## config.mk

```make
export PLATFORM = sky130hd
export DESIGN_NAME = luma4x4_mode_decision
export DESIGN_NICKNAME = d
export VERILOG_FILES = /design/src/rtl/luma4x4_mode_decision.sv
export SDC_FILE = /design/constraint.sdc
export NUM_CORES = 2
export LEC_CHECK = 0
export ABC_AREA = 0
export CAP_MARGIN = 10
export CORE_AREA = 2 2 456 458
export CTS_BUF_LIST = sky130_fd_sc_hd__clkbuf_4 sky130_fd_sc_hd__clkbuf_8
export DETAILED_ROUTE_END_ITERATION = 6
export DIE_AREA = 0 0 458 460
export PLACE_DENSITY = 0.53
export SLEW_MARGIN = 10
export SYNTH_ARGS = -nofsm -noshare
export SYNTH_HDL_FRONTEND = slang
export SYNTH_SLANG_ARGS = --single-unit
```

## constraint.sdc

```tcl
create_clock -name clk -period 113.2 [get_ports clk]
set_clock_uncertainty 0.2 [all_clocks]
set_input_delay 28.3 -clock clk [delete_from_list [all_inputs] [get_ports clk]]
set_output_delay 28.3 -clock clk [all_outputs]
set_load 0.005 [all_outputs]
```

## src/rtl/luma4x4_mode_decision.sv

```systemverilog
// Intra 4x4 luma mode decision: latches eight residual blocks, scans them by SAD one per cycle,
// and reports the cheapest enabled mode with its cost and residual block after a fixed 9-cycle latency.
module luma4x4_mode_decision (
    input  logic             clk,
    input  logic             reset,
    input  logic             start,
    input  logic [7:0]       mode_avail,
    input  logic [15:0][7:0] vres,
    input  logic [15:0][7:0] hres,
    input  logic [15:0][7:0] vlres,
    input  logic [15:0][7:0] vrres,
    input  logic [15:0][7:0] hures,
    input  logic [15:0][7:0] hdres,
    input  logic [15:0][7:0] ddlres,
    input  logic [15:0][7:0] ddrres,
    output logic             busy,
    output logic             done,
    output logic [3:0]       best_mode,
    output logic [11:0]      best_sad,
    output logic [15:0][7:0] best_res
);

    typedef enum logic [1:0] {
        ST_IDLE,
        ST_EVAL,
        ST_DONE
    } state_t;

    state_t state_q, state_d;

    logic [15:0][7:0] blk_q [8];
    logic [7:0]       avail_q;
    logic [2:0]       idx_q;
    logic             none_q;
    logic [3:0]       run_mode_q;
    logic [11:0]      run_sad_q;
    logic [15:0][7:0] run_res_q;
    logic             done_q;
    logic [3:0]       best_mode_q;
    logic [11:0]      best_sad_q;
    logic [15:0][7:0] best_res_q;

    logic [15:0][7:0] cur_blk;
    logic [11:0]      cur_sad;
    logic             take;
    logic             accept;

    // Two's-complement magnitude in 9 bits so that -128 maps to 128.
    function automatic logic [8:0] abs8(input logic [7:0] b);
        logic [8:0] ext;
        ext = {b[7], b};
        return b[7] ? (9'd0 - ext) : ext;
    endfunction

    // Evaluation index to H.264 intra4x4 mode number (mode 2 is DC, not handled here).
    function automatic logic [3:0] mode_of(input logic [2:0] idx);
        logic [3:0] m;
        case (idx)
            3'd0:    m = 4'd0;
            3'd1:    m = 4'd1;
            3'd2:    m = 4'd3;
            3'd3:    m = 4'd4;
            3'd4:    m = 4'd5;
            3'd5:    m = 4'd6;
            3'd6:    m = 4'd7;
            default: m = 4'd8;
        endcase
        return m;
    endfunction

    assign accept  = (state_q == ST_IDLE) && start;
    assign cur_blk = blk_q[idx_q];

    always_comb begin
        cur_sad = 12'd0;
        for (int i = 0; i < 16; i++) begin
            cur_sad = cur_sad + {3'b000, abs8(cur_blk[i])};
        end
    end

    // The none-found flag forces the first enabled mode in, independent of the 12'hFFF seed.
    assign take = avail_q[idx_q] && (none_q || (cur_sad < run_sad_q));

    always_ff @(posedge clk or posedge reset) begin
        if (reset) begin
            state_q <= ST_IDLE;
        end else begin
            state_q <= state_d;
        end
    end

    always_comb begin
        state_d = state_q;
        case (state_q)
            ST_IDLE: if (start) state_d = ST_EVAL;
            ST_EVAL: if (idx_q == 3'd7) state_d = ST_DONE;
            ST_DONE: state_d = ST_IDLE;
            default: state_d = ST_IDLE;
        endcase
    end

    always_ff @(posedge clk or posedge reset) begin
        if (reset) begin
            for (int k = 0; k < 8; k++) begin
                blk_q[k] <= '0;
            end
            avail_q    <= '0;
            idx_q      <= '0;
            none_q     <= 1'b0;
            run_mode_q <= '0;
            run_sad_q  <= '0;
            run_res_q  <= '0;
        end else if (accept) begin
            // Storage order follows evaluation order, not port order.
            blk_q[0]   <= vres;
            blk_q[1]   <= hres;
            blk_q[2]   <= ddlres;
            blk_q[3]   <= ddrres;
            blk_q[4]   <= vrres;
            blk_q[5]   <= hdres;
            blk_q[6]   <= vlres;
            blk_q[7]   <= hures;
            avail_q    <= mode_avail;
            idx_q      <= 3'd0;
            none_q     <= 1'b1;
            run_mode_q <= 4'hF;
            run_sad_q  <= 12'hFFF;
            run_res_q  <= '0;
        end else if (state_q == ST_EVAL) begin
            idx_q <= idx_q + 3'd1;
            if (take) begin
                none_q     <= 1'b0;
                run_mode_q <= mode_of(idx_q);
                run_sad_q  <= cur_sad;
                run_res_q  <= cur_blk;
            end
        end
    end

    always_ff @(posedge clk or posedge reset) begin
        if (reset) begin
            done_q      <= 1'b0;
            best_mode_q <= '0;
            best_sad_q  <= '0;
            best_res_q  <= '0;
        end else begin
            done_q <= (state_q == ST_DONE);
            if (state_q == ST_DONE) begin
                best_mode_q <= run_mode_q;
                best_sad_q  <= run_sad_q;
                best_res_q  <= run_res_q;
            end
        end
    end

    assign busy      = (state_q != ST_IDLE);
    assign done      = done_q;
    assign best_mode = best_mode_q;
    assign best_sad  = best_sad_q;
    assign best_res  = best_res_q;

endmodule

```

# Word-level counts from Yosys, hierarchy flattened
# Index checks and enable logic that the tools add are counted.
[word_totals]
regBits = 1327
in_bits = 1035
output_inout_bits = 146
word_cells = 265
[op_classes]
n_addsub = 32
n_lt_le_gt_ge = 3
eq_ne = 11
mux = 39
n_bitwise = 1
reduce_logical = 10
[op_table]
columns = ["operator", "count"]
rows = [
  ["$mux 128", 5],
  ["$bmux 128 s3", 1],
  ["$add 12x9->12", 12],
  ["$mux 9", 16],
  ["$sub 1x8->9 const A", 16],
  ["$mux 12", 3],
  ["$pmux 4 s7", 1],
  ["$add 11x9->12", 1],
  ["$eq 3x3->1 const B", 4],
  ["$lt 12x12->1", 1],
  ["$mux 4", 3],
  ["$add 10x9->11", 1],
  ["$add 9x9->10", 1],
  ["$eq 3x2->1 const B", 2],
  ["$mux 3", 2],
  ["$reduce_bool 2->1", 3],
  ["$ge 4x4->1 const B", 1],
  ["$lt 3x4->1 const B", 1],
  ["$mux 1", 4],
  ["$mux 2", 2],
  ["$ne 2x2->1 const B", 2],
  ["$not 3->4", 1],
  ["$pmux 2 s2", 1],
  ["$reduce_and 2->1", 2],
  ["9 further kinds", 10],
]

# Depth between registers and ports, before layout
[logic_depth]
ltp_word = 27
depth_mapped = 37
mapped_depth_nobuf = 30

# Worst setup path before layout
# OpenSTA, ideal clock, no wires.
[synth_path]
kind = "input port to flip-flop"
startpoint = "input port start"
endpoint = "register avail_q[7]"
setup_time_ns = 0.065
arrival_ns = 29.450
required_ns = 112.935
setup_slack_ns = 83.485
cell_stages = 7
cell_sequence = "and2_1 > clkbuf_1 > clkbuf_1 > clkbuf_1 > clkbuf_1 > nand2_1 > nand2_1"
[synth_between]
elab_chain_cells = 1
[synth_lines]
columns = ["element", "line", "rtl"]
rows = [
  ["from (decl)", "6", "input logic start,"],
  ["$logic_and 1x1->1", "71", "assign accept = (state_q == ST_IDLE) && start;"],
  ["to (signal assigned)", "123", "avail_q <= mode_avail;"],
  ["to (decl)", "32", "logic [7:0] avail_q;"],
]
# Every way passes these cells.
# A chain may end at the register's enable or synchronous reset.

# Worst setup path in the final report
[layout_path]
startpoint = "input port start"
endpoint = "register blk_q[918] (netlist name)"
[layout_between]
elab_chain_cells = 1
[layout_lines]
columns = ["element", "line", "rtl"]
rows = [
  ["$logic_and 1x1->1", "71", ""],
  ["to (decl)", "31", "logic [15:0][7:0] blk_q [8];"],
]
# Every way passes these cells.

==> flow_metrics.tcl <==
set metrics [dict create \
    r2r-end "run_res_q[15]" \
    pin_count 1181 \
    grt_pass1_wl_mm 364 \
    fillCellCount 20300 \
    place_congestion 0.880 \
    fmax_ghz 0.0305 \
    die_w_um 458 \
    setup_viol 0 \
    die-area_sq_um 211000 \
    yosys.cell_types.count 46 \
    worst_pin_slew_ns 1.24 \
    final_common_cell "nand2_1" \
    hold_buffers 0 \
    routedWlPerCell_um 24.5 \
    track_usage_pct 23.9 \
    finalCriticalPeriod_ns 32.78 \
    rows 167 \
    synthCells 6263 \
    clk_latency_ns 1.01 \
    synthesis.area_sq_um 63000 \
    synth-warning-count 0 \
    min_period_over_period_pct 29.0 \
    pre_cts_ws_ns 79.29 \
    worstHoldPathType "reg -> reg" \
    synthArstFlopShare_pct 100 \
    antenna_found_initial 107 \
    r2r_start "idx_q[1]" \
    hpwlAfterDp_mm 195 \
    cp-end-kind "register" \
    nets 8644 \
    startpoint "start" \
    startpoint_type "input pin" \
    min_path_cells 2 \
    top_usage_layer "met2" \
    reg2reg_depth 31 \
    ys.flop_type "dfrtp_1" \
    outcome "finished, final reports clean" \
    cp.required_ns 113.91 \
    drtIter0Drc 3896 \
    worst_slack_ns 80.42 \
    first_global_vias 50900 \
    slew_viol_final 0 \
    grt_start_max_net_pins 208 \
    use_met2_pct 38.1 \
    relSlewSlack_pct 15.2 \
    worstSetupEndpoint "blk_q[918]" \
    final_cell_mix "3256 x nand2_1, 1324 x dfrtp_1, 1180 x clkdlybuf4s50_1" \
    fin_setup_tns_ns 0 \
    portBuffers 1180 \
    rsz0062_at_grt "no" \
    cts_buffer_depth 3 \
    die_h_um 460 \
    dpl-instance-area_sq_um 77500 \
    finalHoldViolCount 0 \
    drt-pass1-iter-count 6 \
    final_util_pct 40.3 \
    tritoncts "done" \
    worstSetupPathType "in -> reg" \
    synth_edf_count 0 \
    initial_core_util_pct 30.6 \
    clkSinkCount 1327 \
    numCtsBuffers 235 \
    cp.arrival_ns 33.50 \
    postRouteAntennaNets 0 \
    max_cap_viol_count 0 \
    overflow 0 \
    root_buffer "clkbuf_8" \
    drc 0 \
    drive_gt1_share_pct 12.5 \
    ys_seq_elements 1327 \
    seq_area_frac_synth_pct 52.7 \
    critPathMaxFanout 207 \
    vias_per_cell 4.77 \
    post-cts-setup-buffers 0 \
    ctsResizeCount 0 \
    postSynthAreaPerCell_sq_um 10.1 \
    drt_wl_total_mm 255 \
    r2r_setup_slack_ns 100.46 \
    grt_use_met3_pct 6.36 \
    core_sq_um 206000 \
    via_count 49500 \
    finalInstanceArea_sq_um 83000 \
    htreeDepth 4 \
    path_clk_slew_ns 0.06 \
    area_delta_synth_final_pct 31.8 \
    gr-usage-met1_pct 31.5 \
]
[flip-flops by register name (all words and copies together) (netlist names)]
| name | count |
|---|---|
| avail_q | 8 |
| best_mode | 4 |
| best_res | 128 |
| best_sad | 12 |
| blk_q | 1024 |
| done | 1 |
| idx_q | 3 |
| none_q | 1 |
| run_mode_q | 4 |
| run_res_q | 128 |
| run_sad_q | 12 |
| state_q | 2 |
[logic make-up (layout without fill, tap and decap cells)]
logic type | count (synthesis) | in the layout | share of synthesized area [%]
XOR/XNOR | 90 | 90 | 1.25
buffers and inverters | 505 | 1855 | 3.44
flip-flops | 1327 | 1327 | 52.7
multiplexers | 670 | 670 | 16.1
other | 2 | 73 | 0.0119
AND/OR/NAND/NOR | 3387 | 3387 | 20.5
adder cells (fa/ha/maj) | 174 | 174 | 4.91
AO/OA/AOI/OAI | 108 | 108 | 1.08
[routing by layer]
layer | part of all wire (%) | wire [um] | vias up
met5 | 0.19 | 473 | -
met4 | 3.0 | 7560 | 72
met3 | 7.1 | 18000 | 419
met2 | 47 | 120000 | 1615
met1 | 43 | 109000 | 24900
li1 | - | - | 22500
[worst min path at each step]
stage                  from     endpoint  slack (ns)
6_report         blk_q[582]   blk_q[582]        0.27
3_3_place_gp     blk_q[761]   blk_q[761]        0.25
3_5_place_dp     blk_q[606]   blk_q[606]        0.26
5_1_grt          blk_q[200]   blk_q[200]        0.28
2_1_floorplan    avail_q[2]   avail_q[2]        0.24
4_1_cts        run_res_q[2]  best_res[2]        0.27
[worst max-delay path, cell delays in order]
cell,delay [ns]
clkdlybuf4s50_1,0.48
nand2_4,0.43
buf_12,0.61
buf_12,0.53
buf_4,0.87
buf_4,0.81
buf_4,0.62
nand2_1,0.13
nand2_1,0.09
[cells in the mapped netlist, types with 2 or more instances]
cell	count	share of area [%]
inv_1	155	0.92
xnor2_1	54	0.75
nor2_1	57	0.34
xor2_1	36	0.50
a21o_1	4	0.048
buf_6	11	0.20
and4b_1	5	0.079
clkbuf_1	256	1.5
nor4b_1	4	0.056
a41oi_1	2	0.028
buf_2	38	0.30
and2_1	4	0.040
mux2i_1	256	4.1
ha_1	52	1.0
o21ai_0	13	0.10
dfrtp_1	1327	53
and3_1	19	0.19
conb_1	2	0.012
nor2b_1	7	0.070
a211oi_1	12	0.14
nor3_1	2	0.016
nand4b_1	4	0.056
buf_4	16	0.19
o21bai_1	4	0.048
mux2i_2	3	0.066
mux4_2	256	9.2
nand3_1	23	0.18
a21oi_1	22	0.17
a31oi_1	44	0.44
mux2_2	155	2.8
a22o_1	2	0.028
buf_8	7	0.17
fa_1	122	3.9
nand2_1	3257	19
buf_1	21	0.13
[stage by stage]
stage / cells / hold WS [ns]
after floorplan: 6277 / 0.240
after global placement: 9902 / 0.252
after detailed placement: 9902 / 0.257
after CTS: 10300 / 0.269
after global routing: 10400 / 0.282
final: 10400 / 0.268
[final cells by class]
type / instances / area, sq um / area share (%)
diodes: 57 / 143 / 0.172
clock buffers: 380 / 4690 / 5.65
clock inverters: 49 / 648 / 0.781
inverters: 156 / 601 / 0.724
multi-input cells: 4445 / 27700 / 33.4
flip-flops and latches: 1327 / 33200 / 40.0
well taps: 2704 / 3380 / 4.08
repair buffers: 1270 / 12600 / 15.2
Power is not shown: default switching activity piles up to over one toggle a cycle in this logic, so the estimate is an artifact.
